==> src/rtl/mem_arbiter.sv <==
// Arbiter between a scalar and a vector requester sharing one single-ported
// memory. One transaction runs at a time, an IDLE cycle separates
// transactions, and ties alternate between the two requesters.
module mem_arbiter #(
  parameter int DATA_W     = 64,
  parameter int ADDR_BITS  = 6,
  parameter int VECT_BEATS = 4
) (
  input  logic                 clk_i,
  input  logic                 rst_i,
  // scalar requester
  input  logic                 s_req_i,
  input  logic                 s_we_i,
  input  logic [ADDR_BITS-1:0] s_addr_i,
  input  logic [DATA_W-1:0]    s_wd_i,
  output logic                 s_gnt_o,
  output logic                 s_rvalid_o,
  output logic [DATA_W-1:0]    s_rd_o,
  // vector requester
  input  logic                 v_req_i,
  input  logic                 v_we_i,
  input  logic [ADDR_BITS-1:0] v_addr_i,
  input  logic [DATA_W-1:0]    v_wd_i,
  output logic                 v_gnt_o,
  output logic [3:0]           v_beat_o,
  output logic                 v_rvalid_o,
  output logic [DATA_W-1:0]    v_rd_o,
  output logic                 v_done_o,
  // memory port
  output logic                 mem_we_o,
  output logic [ADDR_BITS-1:0] mem_a_o,
  output logic [DATA_W-1:0]    mem_wd_o,
  input  logic [DATA_W-1:0]    mem_rd_i,
  // pipeline stall
  output logic                 stall_o
);

  typedef enum logic [1:0] {
    IDLE   = 2'd0,
    SCALAR = 2'd1,
    VECTOR = 2'd2
  } state_e;

  localparam logic [3:0] LAST_BEAT = 4'(VECT_BEATS - 1);

  state_e                 state_q, state_d;
  logic [3:0]             beat_q, beat_d;
  logic                   last_vec_q, last_vec_d;  // 1: vector won the last grant
  logic                   start_s, start_v;

  logic                   s_we_q;
  logic [ADDR_BITS-1:0]   s_addr_q;
  logic [DATA_W-1:0]      s_wd_q;
  logic                   v_we_q;
  logic [ADDR_BITS-1:0]   v_addr_q;

  logic                   s_rv_q, v_rv_q;

  // State, beat counter and round-robin memory registers.
  always_ff @(posedge clk_i or negedge rst_i) begin
    if (!rst_i) begin
      state_q    <= IDLE;
      beat_q     <= '0;
      last_vec_q <= 1'b1;  // scalar wins the first tie
    end else begin
      state_q    <= state_d;
      beat_q     <= beat_d;
      last_vec_q <= last_vec_d;
    end
  end

  // Next-state logic: arbitration in IDLE, fixed-length active states.
  always_comb begin
    state_d    = state_q;
    beat_d     = beat_q;
    last_vec_d = last_vec_q;
    start_s    = 1'b0;
    start_v    = 1'b0;
    unique case (state_q)
      IDLE: begin
        if (s_req_i && v_req_i) begin
          start_s = last_vec_q;
          start_v = !last_vec_q;
        end else begin
          start_s = s_req_i;
          start_v = v_req_i;
        end
        if (start_s) begin
          state_d    = SCALAR;
          last_vec_d = 1'b0;
        end else if (start_v) begin
          state_d    = VECTOR;
          last_vec_d = 1'b1;
          beat_d     = '0;
        end
      end
      SCALAR: state_d = IDLE;
      VECTOR: begin
        if (beat_q == LAST_BEAT) begin
          state_d = IDLE;
          beat_d  = '0;
        end else begin
          beat_d = beat_q + 4'd1;
        end
      end
      default: state_d = IDLE;
    endcase
  end

  // Capture request fields at the grant edge; later input changes are ignored.
  always_ff @(posedge clk_i or negedge rst_i) begin
    if (!rst_i) begin
      s_we_q   <= 1'b0;
      s_addr_q <= '0;
      s_wd_q   <= '0;
      v_we_q   <= 1'b0;
      v_addr_q <= '0;
    end else begin
      if (start_s) begin
        s_we_q   <= s_we_i;
        s_addr_q <= s_addr_i;
        s_wd_q   <= s_wd_i;
      end
      if (start_v) begin
        v_we_q   <= v_we_i;
        v_addr_q <= v_addr_i;
      end
    end
  end

  // Read-valid flags trail each read cycle by one clock, matching memory latency.
  always_ff @(posedge clk_i or negedge rst_i) begin
    if (!rst_i) begin
      s_rv_q <= 1'b0;
      v_rv_q <= 1'b0;
    end else begin
      s_rv_q <= (state_q == SCALAR) && !s_we_q;
      v_rv_q <= (state_q == VECTOR) && !v_we_q;
    end
  end

  // Memory port and handshake outputs; everything is quiet outside active states.
  always_comb begin
    mem_we_o = 1'b0;
    mem_a_o  = '0;
    mem_wd_o = '0;
    s_gnt_o  = 1'b0;
    v_gnt_o  = 1'b0;
    v_done_o = 1'b0;
    v_beat_o = '0;
    unique case (state_q)
      SCALAR: begin
        mem_we_o = s_we_q;
        mem_a_o  = s_addr_q;
        mem_wd_o = s_wd_q;
        s_gnt_o  = 1'b1;
      end
      VECTOR: begin
        mem_we_o = v_we_q;
        mem_a_o  = v_addr_q + ADDR_BITS'(beat_q);  // wraps at the top line
        mem_wd_o = v_wd_i;                         // per-beat data passes straight through
        v_gnt_o  = (beat_q == '0);
        v_done_o = (beat_q == LAST_BEAT);
        v_beat_o = beat_q;
      end
      default: ;
    endcase
  end

  // Stall covers active transactions and pending requests; reset silences it.
  always_comb begin
    stall_o    = rst_i & ((state_q != IDLE) | s_req_i | v_req_i);
    s_rvalid_o = s_rv_q;
    v_rvalid_o = v_rv_q;
    s_rd_o     = s_rv_q ? mem_rd_i : '0;
    v_rd_o     = v_rv_q ? mem_rd_i : '0;
  end

endmodule

==> config.mk <==
export PLATFORM = sky130hd
export DESIGN_NAME = mem_arbiter
export DESIGN_NICKNAME = d
export VERILOG_FILES = /design/src/rtl/mem_arbiter.sv
export SDC_FILE = /design/constraint.sdc
export NUM_CORES = 1
export LEC_CHECK = 0
export ABC_AREA = 1
export ABC_CLOCK_PERIOD_IN_PS = 2100
export CORE_AREA = 2 2 161 163
export DETAILED_ROUTE_END_ITERATION = 12
export DIE_AREA = 0 0 163 165
export MAX_ROUTING_LAYER = met4
export SLEW_MARGIN = 20
export SYNTH_ARGS = -nofsm -noshare
export SYNTH_HDL_FRONTEND = slang
export SYNTH_SLANG_ARGS = --single-unit
==> constraint.sdc <==
create_clock -name clk_i -period 2.1 [get_ports clk_i]
set_clock_uncertainty 0.1 [all_clocks]
set_input_delay 0.315 -clock clk_i [delete_from_list [all_inputs] [get_ports clk_i]]
set_output_delay 0.315 -clock clk_i [all_outputs]
set_load 0.01 [all_outputs]
==> results.sh, run 1 <==
export IMPL_cp_required_ns=1.68
export IMPL_first_pass_iters=4
export IMPL_syn_cell_area_um2=5910
export IMPL_clockPowerShare=0.104
export IMPL_finalWorstSetupSlack_ns=-0.249
export IMPL_rsz0062_at_grt="true"
export IMPL_cts_root_buf="clkbuf_16"
export IMPL_drc=0
export IMPL_clock_sinks=87
export IMPL_powerDensity_nw_per_um2=1330
export IMPL_cts_htree_levels=3
export IMPL_swShare=0.399
export IMPL_relSlewSlack=0.588
export IMPL_initial_utilization=0.236
export IMPL_seqPwrFrac=0.186
export IMPL_worstSetupPathType="reg2out"
export IMPL_grt_pass1_vias=6728
export IMPL_regToRegSetupSlack_ns=0.21
export IMPL_period_minus_slack_ns=2.35
export IMPL_synthesis_nets=1004
export IMPL_numCtsBuffers=9
export IMPL_comb_power_share=0.710
export IMPL_drive_gt1_frac=0.307
export IMPL_syn_to_final_growth_pct=115
export IMPL_antenna_found_initial=2
export IMPL_cts_tree="built"
export IMPL_gp_congestion=0.823
export IMPL_dp_hpwl_mm=19.7
export IMPL_grt_usage=0.196
export IMPL_p_sw_uw=6730
export IMPL_finalMaxSlewViolations=0
export IMPL_arrival_ns=1.93
export IMPL_rows=58
export IMPL_peakVddDrop_v=0.000747
export IMPL_drt_iter0_drc=261
export IMPL_violations="setup timing"
export IMPL_period_share=1.12
export IMPL_ant_nets=0
export IMPL_grt_overflow_total=0
export IMPL_nNetsFinal=1502
export IMPL_io_pins=419
export IMPL_ys_ff_latch=87
export IMPL_post_drt_wl_per_cell_um=18.1
export IMPL_clk_path_buf_depth=2
export IMPL_p_int_uw=10100
export IMPL_die_w_um=163
export IMPL_tightest_slew_ns=0.618
export IMPL_regToRegEndpoint="s_wd_q[4]$_DFFE_PN0P_"
export IMPL_coreArea_um2=25000
export IMPL_p_leak_uw=0.00796
export IMPL_io_buffers=418
export IMPL_insertion_delay_ns=0.34
export IMPL_hold_viol=0
export IMPL_grt_start_max_net_pins=46
export IMPL_setup_worst_path_end_class="primary output"
export IMPL_cp_startpoint="beat_q[0]$_DFFE_PN0P_"
export IMPL_yosys_warnings=0
export IMPL_wl_mm=29.3
export IMPL_start_kind="register"
export IMPL_ys_seq_area_frac=0.369
export IMPL_grt_pass1_wl_mm=38.7
export IMPL_via_count=6924
export IMPL_die_y_um=165
export IMPL_finalSetupTns_ns=-9.46
export IMPL_fmax_ghz=0.426
export IMPL_fin_hold_ws_ns=0.358
export IMPL_die_area_um2=26900
export IMPL_total_power_uw=16900
export IMPL_path_max_fanout=3
export IMPL_status="complete, but fails checks"
export IMPL_syn_area_per_cell_um2=7.54
export IMPL_hp_class="reg2reg"
export IMPL_endpoint="mem_a_o[2]"
export IMPL_rr_worst_depth=8
export IMPL_timing_rr_start="state_q[1]$_DFFE_PN0P_"
export IMPL_clk_pin_slew_worst_paths_ns=0.07
export IMPL_yosysUniqueCellTypes=26
export IMPL_drv_cap=0
export IMPL_syn_inst=784
export IMPL_setup_viol_count_final=71
export IMPL_via_per_inst=4.28
-- flip-flops by register name, indices dropped and copies added (netlist names) --
| register | count |
|---|---|
| s_rvalid_o | 1 |
| state_q | 2 |
| s_we_q | 1 |
| last_vec_q | 1 |
| s_wd_q | 64 |
| v_addr_q | 6 |
| v_we_q | 1 |
| v_rvalid_o | 1 |
| beat_q | 4 |
| s_addr_q | 6 |
-- power groups by stage --
stage	clock, µW	combinational (µW)	sequential (µW)
after floorplan	0	4430	2920
after global placement	0	8240	3050
after detailed placement	0	8350	3040
after CTS	1800	10600	3100
after global routing	1870	12700	3230
final	1760	12000	3130
-- per-layer routing --
layer | global-route usage | vias up | part of all wire
met1 | 0.225 | 3265 | 0.39
met5 | - | - | 0
met2 | 0.356 | 289 | 0.53
met4 | 0.0455 | 0 | 0.014
met3 | 0.0337 | 21 | 0.058
li1 | - | 3349 | -
-- cell usage after synthesis --
| cell type | n | area share |
|---|---|---|
| nand2_1 | 312 | 0.20 |
| o21ai_4 | 1 | 0.0028 |
| o21ai_2 | 1 | 0.0015 |
| a21boi_0 | 1 | 0.0013 |
| inv_2 | 2 | 0.0013 |
| clkbuf_1 | 31 | 0.020 |
| buf_2 | 1 | 0.00085 |
| fa_1 | 1 | 0.0034 |
| o21ai_0 | 10 | 0.0085 |
| buf_8 | 7 | 0.018 |
| and3_1 | 1 | 0.0011 |
| clkinv_1 | 1 | 0.00063 |
| dfstp_2 | 1 | 0.0044 |
| buf_1 | 5 | 0.0032 |
| nand4_1 | 1 | 0.0011 |
| mux2_2 | 2 | 0.0038 |
| nor2_1 | 7 | 0.0044 |
| nor3_1 | 2 | 0.0017 |
| nand3_1 | 6 | 0.0051 |
| nand3b_1 | 1 | 0.0013 |
| inv_1 | 150 | 0.095 |
| dfrtp_1 | 86 | 0.36 |
| a21oi_1 | 75 | 0.064 |
| and2_1 | 1 | 0.0011 |
| ha_1 | 9 | 0.019 |
| mux2_4 | 69 | 0.18 |
-- area by class of cell --
| type | instances | area, µm² |
|---|---|---|
| Clock inverter | 6 | 93.8 |
| Timing Repair inverter | 1 | 30.0 |
| Tap cell | 330 | 413 |
| Clock buffer | 10 | 229 |
| Antenna cell | 2 | 5.00 |
| Sequential cell | 87 | 2180 |
| Multi-Input combinational cell | 500 | 3430 |
| Fill cell | 2395 | 12400 |
| Timing Repair Buffer | 530 | 5700 |
| Inverter | 153 | 601 |
-- logic make-up (layout without fill, tap and decap cells) --
| group | after synthesis | count (layout) | share of synthesized area |
|---|---|---|---|
| and+or+nand+nor | 331 | 331 | 0.214 |
| DFF | 87 | 87 | 0.369 |
| muxes | 71 | 71 | 0.179 |
| adders and majority gates | 10 | 10 | 0.0224 |
| buffers and inverters | 197 | 700 | 0.139 |
| AOI/OAI and AO/OA | 88 | 88 | 0.0775 |
| other | 0 | 2 | 0 |
-- worst min-delay path by stage --
stage / end / cells past startpoint / startpoint
after global placement: s_wd_q[0]$_DFFE_PN0P_ / 2 / rst_i
after floorplan: beat_q[0]$_DFFE_PN0P_ / 0 / rst_i
after detailed placement: s_wd_q[15]$_DFFE_PN0P_ / 2 / rst_i
after CTS: s_rvalid_o$_DFF_PN0_ / 1 / s_we_q$_DFFE_PN0P_
final: s_rvalid_o$_DFF_PN0_ / 1 / s_we_q$_DFFE_PN0P_
after global routing: s_rvalid_o$_DFF_PN0_ / 1 / s_we_q$_DFFE_PN0P_
-- worst max-delay path: stages (launching register included) --
cell and delay (ns):
dfrtp_1 0.39, ha_2 0.20, fa_2 0.35, buf_4 0.15, a21oi_4 0.16, o21ai_4 0.09, a21oi_4 0.14, buf_6 0.13
-- through the flow --
stage,setup slack (ns),cell area [µm²],cells,utilization
4_1_cts,-0.246,11700,1583,0.467
3_5_place_dp,-0.473,10800,1529,0.431
3_3_place_gp,-0.462,10800,1529,0.431
2_1_floorplan,0.0861,5910,784,-
6_report,-0.249,12700,1619,0.507
5_1_grt,-0.380,12700,1619,0.507
-- layout by cell type, fill, tap and decap left out, types with 2 or more instances in the layout --
master,count
dlymetal6s2s_1,84
nor2_1,6
nor3_1,2
o21ai_0,7
clkinv_4,2
clkinv_16,2
clkbuf_16,22
a21oi_2,58
dlygate4sd2_1,33
inv_2,4
inv_1,147
nand2_1,290
dfrtp_2,2
buf_2,67
clkdlybuf4s50_1,216
nand3_1,5
dfrtp_1,84
buf_4,47
a21oi_1,4
ha_4,5
mux2_2,2
bufinv_16,2
o21ai_4,2
ha_1,3
buf_12,32
diode_2,2
clkdlybuf4s15_1,2
buf_6,23
nand2_2,22
mux2_4,69
buf_16,7
o21ai_1,2
a21oi_4,13
buf_8,4
-- timing repair --
| action | 4_1_cts | 5_1_grt |
|---|---|---|
| pin swaps | 42 | 18 |
| gates resized for setup | 463 | 164 |
| endpoints found under the hold margin | 42 | 0 |
| gates cloned | 11 | 13 |
| endpoints found under the setup margin | 147 | 158 |
| hold buffers | 1 | 0 |
| setup buffers | 27 | 26 |
Note: power is estimated with default switching activity, not from simulation.
==> run 2: changes to the inputs <==
--- a/config.mk
+++ b/config.mk
@@ -5,11 +5,11 @@
 export SDC_FILE = /design/constraint.sdc
 export NUM_CORES = 1
 export LEC_CHECK = 0
-export ABC_AREA = 1
 export ABC_CLOCK_PERIOD_IN_PS = 2100
-export CORE_AREA = 2 2 161 163
+export CAP_MARGIN = 30
+export CORE_AREA = 2 2 163 165
 export DETAILED_ROUTE_END_ITERATION = 12
-export DIE_AREA = 0 0 163 165
+export DIE_AREA = 0 0 165 167
 export MAX_ROUTING_LAYER = met4
 export SLEW_MARGIN = 20
 export SYNTH_ARGS = -nofsm -noshare
==> results.sh, run 2 <==
export IMPL_crit_buf_inv=1
export IMPL_layout_commonest_cell="clkdlybuf4s50_1"
export IMPL_yosysMostFrequentCell="and2_1"
export IMPL_clk_pin_slew_worst_paths_ns=0.08
export IMPL_peakVddDrop_v=0.000669
export IMPL_die_area_um2=27600
export IMPL_grt_met2_usage=0.352
export IMPL_clock_sinks=87
export IMPL_finalSetupTns_ns=-5.56
export IMPL_violations="hold timing, setup timing"
export IMPL_synth_edf_count=0
export IMPL_grt_usage=0.200
export IMPL_setup_viol_count_final=71
export IMPL_largest_reg_flops=64
export IMPL_comb_power_share=0.692
export IMPL_clk_path_buf_depth=2
export IMPL_first_pass_iters=4
export IMPL_rows=59
export IMPL_fmax_ghz=0.420
export IMPL_insertion_delay_ns=0.35
export IMPL_period_minus_slack_ns=2.38
export IMPL_period_share=1.13
export IMPL_seqPwrFrac=0.202
export IMPL_final_cell_mix="clkdlybuf4s50_1, and2_1, dfrtp_1, mux2_2"
export IMPL_cts_root_buf="clkbuf_16"
export IMPL_setup_worst_path_end_class="primary output"
export IMPL_post_drt_wl_per_cell_um=20.9
export IMPL_grt_overflow_total=0
export IMPL_arrival_ns=1.97
export IMPL_top_regs="s_wd_q (64), s_addr_q (6), v_addr_q (6)"
export IMPL_antenna_found_initial=1
export IMPL_crit_chain="ha_2, fa_2, a21o_1, a21oi_2, xor2_1, o21ai_1, buf_2"
export IMPL_clockPowerShare=0.106
export IMPL_drive_gt1_frac=0.365
export IMPL_yosys_warnings=0
export IMPL_regToRegSetupSlack_ns=0.10
export IMPL_syn_to_final_growth_pct=115
export IMPL_dp_hpwl_mm=18.2
export IMPL_cts_hold_buffers_added=0
export IMPL_synth_top_area_share=0.390
export IMPL_relSlewSlack=0.592
export IMPL_start_kind="register"
export IMPL_finalWorstSetupSlack_ns=-0.283
export IMPL_cts_htree_levels=3
export IMPL_swShare=0.387
export IMPL_powerDensity_nw_per_um2=1320
export IMPL_via_count=6142
export IMPL_nNetsFinal=1251
export IMPL_hp_class="in2async"
export IMPL_critical_path_top_delay_family="adder cells"
export IMPL_p_sw_uw=6040
export IMPL_ys_seq_area_frac=0.395
export IMPL_drc=0
export IMPL_synthArstFlopShare=1.00
export IMPL_via_per_inst=4.48
export IMPL_tightest_slew_ns=0.612
export IMPL_die_w_um=165
export IMPL_synth_area_leaders="dfrtp_1, mux2_2, and2_1"
export IMPL_status="complete, but fails checks"
export IMPL_wl_mm=28.6
export IMPL_cpPeakStageDelay_ns=0.39
export IMPL_synthFlopType="dfrtp_1"
export IMPL_top_usage_layer="met2"
export IMPL_gp_congestion=0.771
export IMPL_largest_register="s_wd_q"
export IMPL_ant_nets=0
export IMPL_grtUsageMet3=0.0346
export IMPL_p_leak_uw=0.00584
export IMPL_total_power_uw=15600
export IMPL_drv_cap=0
export IMPL_syn_cell_area_um2=5520
export IMPL_drt_iter0_drc=204
export IMPL_grt_pass1_vias=6307
export IMPL_finalMaxSlewViolations=0
export IMPL_grt_start_max_net_pins=45
export IMPL_fin_hold_ws_ns=-0.00643
export IMPL_yosysUniqueCellTypes=33
export IMPL_slowest_stage="dfrtp_1"
export IMPL_met1_usage=0.227
export IMPL_worstSetupPathType="reg2out"
export IMPL_cp_required_ns=1.68
export IMPL_grt_pass1_wl_mm=39.7
export IMPL_yosys_area_top_type="dfrtp_1"
export IMPL_synthesis_nets=765
export IMPL_syn_inst=545
export IMPL_coreArea_um2=25800
export IMPL_cts_tree="built"
export IMPL_syn_area_per_cell_um2=10.1
export IMPL_ys_ff_latch=87
export IMPL_io_buffers=418
export IMPL_die_y_um=167
export IMPL_hold_viol=4
export IMPL_initial_utilization=0.214
export IMPL_p_int_uw=9590
export IMPL_io_pins=419
export IMPL_ys_top_cells_by_count="and2_1, dfrtp_1, mux2_2, nor2b_1, a22oi_1"
export IMPL_rsz0062_at_grt="true"
export IMPL_numCtsBuffers=9
export IMPL_path_max_fanout=2
-- run 2: final timing paths --
| check | startpoint | end | cells past startpoint |
|---|---|---|---|
| setup / recovery | beat_q[0]$_DFFE_PN0P_ | mem_a_o[4] | 7 |
| hold / removal | rst_i | s_wd_q[49]$_DFFE_PN0P_ | 2 |
| setup reg to reg | state_q[0]$_DFFE_PN0P_ | state_q[0]$_DFFE_PN0P_ | 8 |
| hold reg to reg | s_we_q$_DFFE_PN0P_ | s_rvalid_o$_DFF_PN0_ | 1 |
| max in group asynchronous | rst_i | s_rvalid_o$_DFF_PN0_ | 2 |
| min in group clk_i | s_we_q$_DFFE_PN0P_ | s_rvalid_o$_DFF_PN0_ | 1 |
-- run 2: timing repair --
action                                  in CTS  in global routing
endpoints found under the setup margin     122                155
pin swaps                                   19                 17
buffers inserted                            41                 20
gates cloned                                19                  4
resized for setup                          481                129
-- run 2: power by group through the flow --
stage                     clock, µW  combinational, µW  sequential [µW]
after floorplan                   0               4100             2890
after global placement            0               7600             3040
after detailed placement          0               7630             3040
after CTS                      1700              10500             3140
after global routing           1770              11500             3260
final                          1660              10800             3160
-- run 2: stage by stage --
stage	instance area (µm²)	setup slack, ns	std cells	hold WS [ns]	utilization
floorplan	5520	0.0652	545	-0.0806	-
global placement	10200	-0.440	1283	0.333	0.398
detailed placement	10200	-0.417	1283	0.339	0.398
CTS	11500	-0.271	1358	0.00768	0.445
global route	11900	-0.418	1372	0.0382	0.460
finish	11900	-0.283	1372	-0.00643	0.460
-- run 2: area by class of cell --
cell class              count  area [µm²]
clock buffers              10         239
inverters                   6        22.5
multi-input cells         405        3590
repair buffers            522        5330
clock inverters             6        63.8
fillers                  2499       13900
diodes                      1        2.50
flip-flops and latches     87        2180
well taps                 335         419
-- run 2: routing by layer --
metal / up-vias / part of all wire
li1: 2859 / -
met2: 277 / 0.52
met1: 2971 / 0.39
met5: - / 0
met3: 35 / 0.059
met4: 0 / 0.028
-- run 2: kinds of logic (layout without fill, tap and decap cells) --
group / Yosys count / in the layout / share of synthesized area
and+or+nand+nor: 223 / 223 / 0.248
other: 0 / 1 / 0
DFF: 87 / 87 / 0.395
muxes: 79 / 79 / 0.161
adders and majority gates: 10 / 10 / 0.0240
xor gates and xnor gates: 4 / 4 / 0.00635
AOI/OAI and AO/OA: 89 / 89 / 0.120
buffers and inverters: 53 / 544 / 0.0456
==> run 3: changes to the inputs <==
--- a/config.mk
+++ b/config.mk
@@ -5,11 +5,12 @@
 export SDC_FILE = /design/constraint.sdc
 export NUM_CORES = 1
 export LEC_CHECK = 0
-export ABC_CLOCK_PERIOD_IN_PS = 2100
+export ABC_CLOCK_PERIOD_IN_PS = 1900
 export CAP_MARGIN = 30
-export CORE_AREA = 2 2 163 165
+export CORE_AREA = 2 2 165 167
 export DETAILED_ROUTE_END_ITERATION = 12
-export DIE_AREA = 0 0 165 167
+export DIE_AREA = 0 0 167 169
+export DONT_BUFFER_PORTS = 1
 export MAX_ROUTING_LAYER = met4
 export SLEW_MARGIN = 20
 export SYNTH_ARGS = -nofsm -noshare
==> constraint.sdc (replaced) <==
create_clock -name clk_i -period 1.9 [get_ports clk_i]
set_clock_uncertainty 0.1 [all_clocks]
set_input_delay 0.285 -clock clk_i [delete_from_list [all_inputs] [get_ports clk_i]]
set_output_delay 0.285 -clock clk_i [all_outputs]
set_load 0.01 [all_outputs]
==> results.sh, run 3 (synthesized netlist as in run 2, its figures left out) <==
export IMPL_die_y_um=169
export IMPL_path_max_fanout=2
export IMPL_final_cell_mix="and2_1, dfrtp_1, dlygate4sd3_1, a22oi_2, mux2_4"
export IMPL_drt_iter0_drc=228
export IMPL_insertion_delay_ns=0.35
export IMPL_drv_cap=0
export IMPL_swShare=0.400
export IMPL_gp_congestion=0.823
export IMPL_cts_htree_levels=3
export IMPL_via_count=5231
export IMPL_period_share=1.21
export IMPL_wl_mm=30.1
export IMPL_drc=0
export IMPL_comb_power_share=0.710
export IMPL_coreArea_um2=26500
export IMPL_crit_buf_inv=0
export IMPL_cts_hold_buffers_added=80
export IMPL_regArea_um2=2180
export IMPL_antenna_found_initial=1
export IMPL_dp_hpwl_mm=17.8
export IMPL_hold_viol=87
export IMPL_p_sw_uw=7480
export IMPL_powerDensity_nw_per_um2=1910
export IMPL_status="complete, but fails checks"
export IMPL_rsz0062_at_grt="true"
export IMPL_largest_register="s_wd_q"
export IMPL_grt_start_max_net_pins=89
export IMPL_die_area_um2=28200
export IMPL_critical_path_top_delay_family="adder cells"
export IMPL_via_per_inst=4.91
export IMPL_arrival_ns=1.91
export IMPL_crit_chain="ha_2, fa_2, a21o_1, a21oi_2, xor2_1, o21ai_2"
export IMPL_grt_pass1_vias=5337
export IMPL_io_buffers=0
export IMPL_relSlewSlack=0.778
export IMPL_finalWorstSetupSlack_ns=-0.399
export IMPL_slowest_stage="dfrtp_1"
export IMPL_die_w_um=167
export IMPL_fin_hold_ws_ns=-0.481
export IMPL_worstSetupPathType="reg2out"
export IMPL_cp_required_ns=1.51
export IMPL_seqPwrFrac=0.193
export IMPL_timing_rr_start="state_q[0]$_DFFE_PN0P_"
export IMPL_io_pins=419
export IMPL_peakVddDrop_v=0.000919
export IMPL_p_leak_uw=0.00396
export IMPL_initial_utilization=0.208
export IMPL_finalMaxSlewViolations=0
export IMPL_tightest_slew_ns=0.331
export IMPL_clock_sinks=87
export IMPL_cp_startpoint="beat_q[0]$_DFFE_PN0P_"
export IMPL_grt_usage=0.191
export IMPL_setup_worst_path_end_class="primary output"
export IMPL_finalSetupTns_ns=-18.70
export IMPL_layout_commonest_cell="and2_1"
export IMPL_setup_viol_count_final=108
export IMPL_clockPowerShare=0.097
export IMPL_grt_overflow_total=0
export IMPL_top_regs="s_wd_q (64), s_addr_q (6), v_addr_q (6)"
export IMPL_numCtsBuffers=9
export IMPL_clk_pin_slew_worst_paths_ns=0.08
export IMPL_p_int_uw=11200
export IMPL_cts_root_buf="clkbuf_16"
export IMPL_start_kind="register"
export IMPL_dp_slack_ns=-0.0458
export IMPL_largest_reg_flops=64
export IMPL_clk_path_buf_depth=2
export IMPL_fmax_ghz=0.435
export IMPL_period_minus_slack_ns=2.30
export IMPL_post_drt_wl_per_cell_um=28.2
export IMPL_nFillCells=2497
export IMPL_drive_gt1_frac=0.538
export IMPL_total_power_uw=18700
export IMPL_multi_input_area_um2=4170
export IMPL_rows=60
export IMPL_grt_pass1_wl_mm=37.5
export IMPL_violations="hold timing, setup timing"
export IMPL_cts_tree="built"
export IMPL_hp_class="in2async"
export IMPL_first_pass_iters=4
export IMPL_syn_to_final_growth_pct=77.3
export IMPL_nNetsFinal=936
export IMPL_cpPeakStageDelay_ns=0.38
export IMPL_ant_nets=0
==> run 3: cell types whose count changed in the layout (fill, tap and decap cells not counted), moves of 30 or more <==
cell	change
nor2b_1	-55
buf_2	-67
dlymetal6s2s_1	-43
nor2b_4	+30
clkdlybuf4s50_1	-233
mux2_2	-50
dlygate4sd3_1	+80
mux2_4	+55
dlygate4sd2_1	-58
==> run 3: stage by stage <==
step,utilization,cell area (µm²),std cells
2_1_floorplan,-,5530,545
3_3_place_gp,0.238,6320,900
3_5_place_dp,0.238,6320,900
4_1_cts,0.341,9040,1043
5_1_grt,0.369,9780,1063
6_report,0.369,9780,1065
==> run 3: power groups by stage <==
stage	combinational, µW	clock, µW	sequential, µW
global placement	6170	0	3410
floorplan	4550	0	3190
finish	13300	1810	3620
CTS	11300	1860	3530
global route	13800	1910	3680
detailed placement	6270	0	3410
==> run 3: final timing paths <==
check	slack [ns]	depth (start not counted)	endpoint
max	-0.40	6	mem_a_o[4]
min	-0.48	0	s_wd_q[25]$_DFFE_PN0P_
max reg2reg	-0.04	9	s_wd_q[28]$_DFFE_PN0P_
min reg2reg	0.39	1	s_rvalid_o$_DFF_PN0_
max in group asynchronous	1.97	0	last_vec_q$_DFFE_PN1P_
min in group clk_i	0.12	3	beat_q[0]$_DFFE_PN0P_
==> run 3: worst reg2reg max path, delay by kind of cell, from the launching register on <==
| family | cells | cell delay [ns] |
|---|---|---|
| AND/OR/NAND/NOR | 1 | 0.06 |
| AO/OA/AOI/OAI | 1 | 0.13 |
| flip-flops | 1 | 0.40 |
| adder cells (fa/ha/maj) | 1 | 0.17 |
| buffers and inverters | 5 | 0.66 |
| multiplexers | 1 | 0.30 |
==> run 3: layer usage <==
layer,GRT usage,share of wire,vias to the layer above
met3,0.0395,0.069,44
li1,-,-,2226
met4,0.0566,0.032,0
met1,0.199,0.35,2621
met5,-,0,-
met2,0.360,0.55,340
==> run 3: area by class of cell <==
cell class	count	share of cell area
clock inverter	7	0.00716
inverter	6	0.00307
timing repair buffer	207	0.273
antenna	3	0.000768
clock buffer	9	0.0230
tap	341	0.0436
multi-input combinational	405	0.427
sequential	87	0.223
==> run 3: repair_timing <==
| action | 4_1_cts | 5_1_grt |
|---|---|---|
| gates cloned | 18 | 10 |
| endpoints found under the hold margin | 166 | 87 |
| gates resized for setup | 242 | 127 |
| endpoints found under the setup margin | 79 | 148 |
| setup buffers | 32 | 22 |
| pin swaps | 66 | 14 |
